File: src/rtl/uart_hex_parser.sv
// uart_hex_parser: turns a stream of ASCII hex digits from the UART RX FIFO
// into binary values, one per CR/LF-terminated line, with a valid/ack
// handshake towards the consumer and an error pulse for malformed lines.
module uart_hex_parser #(
  parameter int DIGITS = 4,
  localparam int W = 4 * DIGITS
) (
  input  logic         clk,
  input  logic         rst,
  input  logic         rx_ready,
  input  logic [7:0]   rx_byte,
  output logic         rx_read,
  output logic [W-1:0] val,
  output logic         val_valid,
  input  logic         val_ack,
  output logic         err,
  output logic [1:0]   err_code
);

  localparam int CW = $clog2(DIGITS + 1);

  typedef enum logic [1:0] {
    ACCUM   = 2'd0,
    DISCARD = 2'd1,
    HOLD    = 2'd2
  } state_t;

  state_t        state;
  state_t        state_next;
  logic [W-1:0]  acc;
  logic [W-1:0]  acc_next;
  logic [CW-1:0] count;
  logic [CW-1:0] count_next;
  logic [W-1:0]  val_next;
  logic          val_valid_next;
  logic          err_next;
  logic [1:0]    err_code_next;

  logic          is_digit;
  logic          is_term;
  logic [3:0]    nibble;

  // While a result waits for its ack the parser stops reading, so the FIFO
  // buffers the next line instead of the parser dropping it.
  assign rx_read = rx_ready && !rst && (state != HOLD);

  // Classify the FIFO head byte as hex digit, line terminator or illegal.
  always_comb begin
    is_digit = 1'b0;
    is_term  = 1'b0;
    nibble   = 4'h0;
    if (rx_byte >= 8'h30 && rx_byte <= 8'h39) begin
      is_digit = 1'b1;
      nibble   = rx_byte[3:0];
    end else if ((rx_byte >= 8'h41 && rx_byte <= 8'h46) ||
                 (rx_byte >= 8'h61 && rx_byte <= 8'h66)) begin
      // 'A'/'a' have low nibble 1, so adding 9 lands on 10.
      is_digit = 1'b1;
      nibble   = rx_byte[3:0] + 4'd9;
    end else if (rx_byte == 8'h0D || rx_byte == 8'h0A) begin
      is_term = 1'b1;
    end
  end

  // Next-state and datapath decisions for each consumed byte or ack.
  always_comb begin
    state_next     = state;
    acc_next       = acc;
    count_next     = count;
    val_next       = val;
    val_valid_next = val_valid;
    err_next       = 1'b0;
    err_code_next  = err_code;
    case (state)
      ACCUM: begin
        if (rx_read) begin
          if (is_digit) begin
            if (count < CW'(DIGITS)) begin
              acc_next   = (acc << 4) | W'(nibble);
              count_next = count + CW'(1);
            end else begin
              err_next      = 1'b1;
              err_code_next = 2'd2;
              state_next    = DISCARD;
            end
          end else if (is_term) begin
            // An empty line (including the LF of a CRLF pair) is skipped.
            if (count != '0) begin
              val_next       = acc;
              val_valid_next = 1'b1;
              acc_next       = '0;
              count_next     = '0;
              state_next     = HOLD;
            end
          end else begin
            err_next      = 1'b1;
            err_code_next = 2'd1;
            state_next    = DISCARD;
          end
        end
      end
      DISCARD: begin
        // Only one error pulse per bad line; everything up to its end is dropped.
        if (rx_read && is_term) begin
          acc_next   = '0;
          count_next = '0;
          state_next = ACCUM;
        end
      end
      HOLD: begin
        if (val_ack) begin
          val_valid_next = 1'b0;
          state_next     = ACCUM;
        end
      end
      default: begin
        state_next = ACCUM;
      end
    endcase
  end

  // State register; reset abandons any partial line.
  always_ff @(posedge clk or posedge rst) begin
    if (rst) begin
      state <= ACCUM;
    end else begin
      state <= state_next;
    end
  end

  // Accumulator, result and error registers.
  always_ff @(posedge clk or posedge rst) begin
    if (rst) begin
      acc       <= '0;
      count     <= '0;
      val       <= '0;
      val_valid <= 1'b0;
      err       <= 1'b0;
      err_code  <= 2'd0;
    end else begin
      acc       <= acc_next;
      count     <= count_next;
      val       <= val_next;
      val_valid <= val_valid_next;
      err       <= err_next;
      err_code  <= err_code_next;
    end
  end

endmodule

File: config.mk
export PLATFORM = sky130hd
export DESIGN_NAME = uart_hex_parser
export DESIGN_NICKNAME = d
export VERILOG_FILES = /design/src/rtl/uart_hex_parser.sv
export SDC_FILE = /design/constraint.sdc
export NUM_CORES = 1
export LEC_CHECK = 0
export BUFFER_PORTS_ARGS = -buffer_cell sky130_fd_sc_hd__buf_2
export CAP_MARGIN = 0
export CORE_AREA = 4 4 46 89
export CTS_BUF_LIST = sky130_fd_sc_hd__clkbuf_16
export CTS_CLUSTER_DIAMETER = 200
export CTS_CLUSTER_SIZE = 12
export DETAILED_ROUTE_END_ITERATION = 12
export DIE_AREA = 0 0 50 93
export PLACE_DENSITY = 0.74
export SLEW_MARGIN = 25
export SYNTH_ARGS = -nofsm -noshare
export SYNTH_HDL_FRONTEND = slang
export SYNTH_SLANG_ARGS = --single-unit
File: constraint.sdc
create_clock -name clk -period 4.4 [get_ports clk]
set_input_delay 0.66 -clock clk [delete_from_list [all_inputs] [get_ports clk]]
set_output_delay 0.66 -clock clk [all_outputs]
set_load 0.005 [all_outputs]
==> results.ini, run 1 <==
[run_status]
status=finished, final reports clean

[route]
wirelength_um=3460
ant_nets=0
first_pass_iters=4
drc_errors=0
vias_per_cell=5.57
avgRoutedWirePerCell_um=15.4
vias=1253
first_iter_violations=20

[timing]
finalSetupViolations=0
setup_tns_ns=0
fin_skew_ns=0.00474
rsz0062_at_grt=no
period_needed_ns=2.51
max-slew-margin-rel_pct=39.0
hold_viol_final=0
tightestPinTransition_ns=0.911
max_freq_mhz=398
finalMaxSlewViolations=0
period_share_pct=57.1

[synth]
yosysWarnings=0
ys_seq_area_share_pct=55.6
ys_ff_latch=41
async_reset_ff_share_pct=100
synth.net_count=157
synth_area_um2=1850
synth-edff-count=0
syn_inst=139
synth_flop_cell=dfrtp_1
avgSynthCellArea_um2=13.3
synth.distinct_cells=38

[die]
die-area_um2=4650
start_util_pct=54.1
fp.dieW_um=50
io_pins=33
rows=30
fp.dieH_um=93
coreArea_um2=3420

[cells_and_area]
nNetsFinal=194
fillerInstances=271
antenna_cells=0
final_common_cell=dfrtp_1
regArea_um2=1030
drive_above_1_share_pct=36.7
final_cell_mix=dfrtp_1, buf_2, mux2_2, a22o_1, inv_1
multiInputGateArea_um2=758
syn2layout_area_growth_pct=19.8
final_core_util_pct=64.8

[worst_setup_path]
worst_path_max_delay_cell=nor3b_2
arrival_ns=2.72
critPathRequiredTime_ns=4.61
slowest_delay_ns=0.79
crit_type=primary input to flip-flop
endpoint_kind=flip-flop
worst-path-max-fanout=16
start_kind=primary input
path_cells=buf_2 > inv_1 > ha_1 > nor3b_1 > a211oi_2 > nor2_1 > nor3b_2 > mux2_2

[cts]
cts_setup_buffers=0
clockRootBuffer=clkbuf_16
clock-sinks=41
clkTransAtPathRegs_ns=0.06
clk_latency_ns=0.28
clockBufferDepth=2
cts_tree=yes
cts_hold_buf=0
htree_levels=2
cts_resized=0
cts_buffers=5

[pwr]
peakVddDrop_v=0.000247
power_density_nw_per_um2=382
p_leak_nw=1.16

[min_path]
min_path_type=flip-flop to flip-flop

[global_route]
grt_max_degree=42
grt_usage_pct=17.1
grt_pass1_vias=1313
grt_remaining_overflow=0
grt_first_pass_wirelength_um=6020
antenna_found_initial=0

[placement]
place_hpwl_um=2590
place.gp.congestion=0.825
port-buffer-count=32

[run]
timing.max_cap.violations=0

-- logic make-up (layout without fill, tap and decap cells) --
logic type | count (synthesis) | in the layout | synth area share, %
compound gates | 34 | 34 | 14.7
fa+ha+maj | 6 | 6 | 4.06
buf+inv | 13 | 51 | 3.39
flops | 41 | 41 | 55.6
mux | 21 | 21 | 12.9
simple gates | 24 | 24 | 9.35
-- worst paths after layout --
kind / from / end / cells after the start / slack (ns)
max reg2reg: state[1] / count[0] / 3 / 2.14
min in group asynchronous: rst / state[0] / 3 / 0.52
max: rx_byte[1] / count[0] / 8 / 1.89
min reg2reg: val[7] / val[7] / 1 / 0.50
max in group asynchronous: rst / acc[9] / 3 / 3.53
min: val[7] / val[7] / 1 / 0.50
-- synth_stat cells, types with 2 or more instances --
| cell | number | share of area (%) |
|---|---|---|
| a22o_1 | 16 | 7.6 |
| a32o_1 | 2 | 1.1 |
| a21oi_1 | 2 | 0.54 |
| nand2_1 | 4 | 0.81 |
| nor2b_1 | 2 | 0.68 |
| a211oi_2 | 2 | 1.4 |
| buf_2 | 2 | 0.54 |
| a21o_1 | 2 | 0.81 |
| o21ai_0 | 5 | 1.4 |
| mux2_2 | 18 | 11 |
| nand3_1 | 2 | 0.54 |
| inv_1 | 9 | 1.8 |
| dfrtp_1 | 41 | 56 |
| ha_1 | 6 | 4.1 |
| nor2_1 | 3 | 0.61 |
-- flip-flops by register name, summed over array words and instances (netlist names) --
register and count:
val_valid 1, val 16, err_code 2, acc 16, state 2, count 3, err 1
-- report_power, final --
group	total, mW	internal, mW	switching (mW)
clock network	0.397	0.263	0.134
registers	0.390	0.384	0.00573
logic	0.0577	0.0239	0.0338
total	0.844	0.671	0.173
-- routing by layer --
layer,share of wire [%],vias to the layer above,global-route usage (%)
li1,-,592,-
met1,39,627,18.1
met2,55,25,30.3
met3,3.4,9,3.67
met4,3.2,0,9.24
met5,0,-,0
-- area by class of cell --
cell class	count	area share, %
sequential	41	46.4
multi-input combinational	85	34.3
timing repair buffer	33	7.58
clock buffer	5	5.66
tap	48	2.71
clock inverter	3	1.70
inverter	10	1.70
-- stage by stage --
stage | hold slack [ns] | setup slack [ns] | cells | area, µm² | total power [mW]
after floorplan | 0.469 | 1.82 | 139 | 1850 | 0.433
after global placement | 0.482 | 1.76 | 217 | 2050 | 0.450
after detailed placement | 0.488 | 1.57 | 217 | 2050 | 0.455
after CTS | 0.501 | 1.86 | 225 | 2210 | 0.848
after global routing | 0.514 | 1.70 | 225 | 2210 | 0.877
final | 0.496 | 1.89 | 225 | 2210 | 0.844
-- critical path, delay by kind of cell --
kind	cells	cell delay, ns
mux	1	0.30
buf+inv	2	0.20
fa+ha+maj	1	0.20
simple gates	3	1.04
compound gates	1	0.31
No activity file was read; power rests on OpenSTA's default activity.
==> run 2, diff against run 1 <==
- CORE_AREA: 4 4 46 89 -> 4 4 49 94
- DIE_AREA: 0 0 50 93 -> 0 0 53 98
- PLACE_DENSITY: 0.74 -> 0.69
- clock period: 4.4 -> 2.25 ns (I/O delays scaled with it)
==> results.ini, run 2 (synthesized netlist as in run 1, its figures left out) <==
[run_status]
status=finished, final reports clean

[global_route]
grt_usage_pct=16.2
grtUsageMet1_pct=18.6
grt_remaining_overflow=0
antenna_found_initial=0
grt_use_met2_pct=28.1
use_met3_pct=3.82
grt_first_pass_wirelength_um=6380
busiest_layer=met2
grt_pass1_vias=1394
grt_max_degree=42

[run]
timing.max_cap.violations=0

[route]
wirelength_um=3580
ant_nets=0
vias_per_cell=5.43
vias=1281
drc_errors=0
avgRoutedWirePerCell_um=15.2
first_iter_violations=14
first_pass_iters=4

[worst_setup_path]
endpoint_kind=flip-flop
reg2reg_depth=7
worst-path-max-fanout=5
worst_path_max_delay_cell=or4b_4
start_kind=primary input
slowest_delay_ns=0.55
arrival_ns=2.18
path_cells=buf_2 > inv_1 > ha_1 > mux2_4 > and4_4 > or4b_4 > and2_1 > a32o_1
crit_type=primary input to flip-flop
critPathRequiredTime_ns=2.41

[cts]
clkTransAtPathRegs_ns=0.06
clock-sinks=41
clockBufferDepth=2
cts_buffers=5
cts_setup_buffers=0
clockRootBuffer=clkbuf_16
cts_hold_buf=0
htree_levels=2
cts_tree=yes
clk_latency_ns=0.27

[timing]
finalMaxSlewViolations=0
max-slew-margin-rel_pct=58.5
rsz0062_at_grt=no
tightestPinTransition_ns=0.623
finalSetupViolations=0
period_share_pct=89.7
hold_viol_final=0
max_freq_mhz=496
setup_tns_ns=0
fin_skew_ns=0.00416
period_needed_ns=2.02

[cells_and_area]
final_common_cell=dfrtp_1
fillerInstances=346
drive_above_1_share_pct=40.5
finalNonFillerCells=236
nNetsFinal=202
antenna_cells=0
top_regs=acc: 16 flops, val: 16 flops, count: 3 flops
final_cell_mix=dfrtp_1, buf_2, mux2_2, a22o_1, inv_1
syn2layout_area_growth_pct=25.9
stdcell_area_um2=2320

[die]
coreArea_um2=3880
rows=32
io_pins=33
start_util_pct=47.6
die-area_um2=5190
fp.dieW_um=53
fp.dieH_um=98

[placement]
place_hpwl_um=2720
dpl_cell_area_um2=2130
port-buffer-count=32
dp.cells=228
place.gp.congestion=0.881

[pwr]
p_leak_nw=1.21
power_density_nw_per_um2=766
total_power_mw=1.78
peakVddDrop_v=0.000608

[min_path]
min_path_type=primary input to async pin

-- run 2: cell type report --
| type | instances | area, µm² | area share, % |
|---|---|---|---|
| clock buffer | 5 | 125 | 5.38 |
| sequential | 41 | 1030 | 44.1 |
| timing repair buffer | 41 | 240 | 10.3 |
| inverter | 10 | 40.0 | 1.72 |
| clock inverter | 3 | 65.1 | 2.80 |
| tap | 51 | 63.8 | 2.74 |
| multi-input combinational | 85 | 764 | 32.9 |
-- run 2: where the power goes --
part           total [mW]  leakage [nW]  switching, mW  internal, mW
logic               0.121         0.562         0.0684        0.0525
clock network       0.899        0.0938          0.266         0.633
registers           0.761         0.556         0.0103         0.751
-- run 2: worst paths after layout --
| check | slack [ns] | to | startpoint |
|---|---|---|---|
| hold / removal | 0.21 | val_valid | rst |
| setup / recovery | 0.23 | acc[0] | rx_byte[1] |
| max in group asynchronous | 1.69 | val[3] | rst |
| min in group clk | 0.32 | state[1] | val_ack |
| setup reg to reg | 0.29 | acc[0] | count[0] |
| hold reg to reg | 0.50 | val[8] | val[8] |
-- run 2: routing by layer --
| metal | vias up | part of all wire [%] |
|---|---|---|
| li1 | 602 | - |
| met1 | 638 | 37 |
| met2 | 32 | 57 |
| met3 | 9 | 4.2 |
| met4 | 0 | 2.1 |
| met5 | - | 0 |
-- run 2: worst max-delay path: cells and delay by family --
kind | cells | cell delay (ns)
AOI/OAI and AO/OA | 1 | 0.24
and+or+nand+nor | 3 | 0.92
muxes | 1 | 0.27
buffers and inverters | 2 | 0.19
adders and majority gates | 1 | 0.22
-- run 2: timing repair --
| action | in CTS | in global routing |
|---|---|---|
| gates resized for setup | 0 | 1 |
| hold endpoints to repair | 0 | 0 |
| endpoints found under the setup margin | 0 | 16 |
-- run 2: metrics by stage --
stage / utilization [%] / setup slack [ns] / hold slack (ns)
5_1_grt: 59.9 / 0.0898 / 0.263
3_3_place_gp: 54.8 / -0.00731 / 0.470
2_1_floorplan: - / 0.176 / 0.222
6_report: 59.9 / 0.232 / 0.212
4_1_cts: 59.7 / 0.0675 / 0.231
3_5_place_dp: 54.8 / -0.180 / 0.488
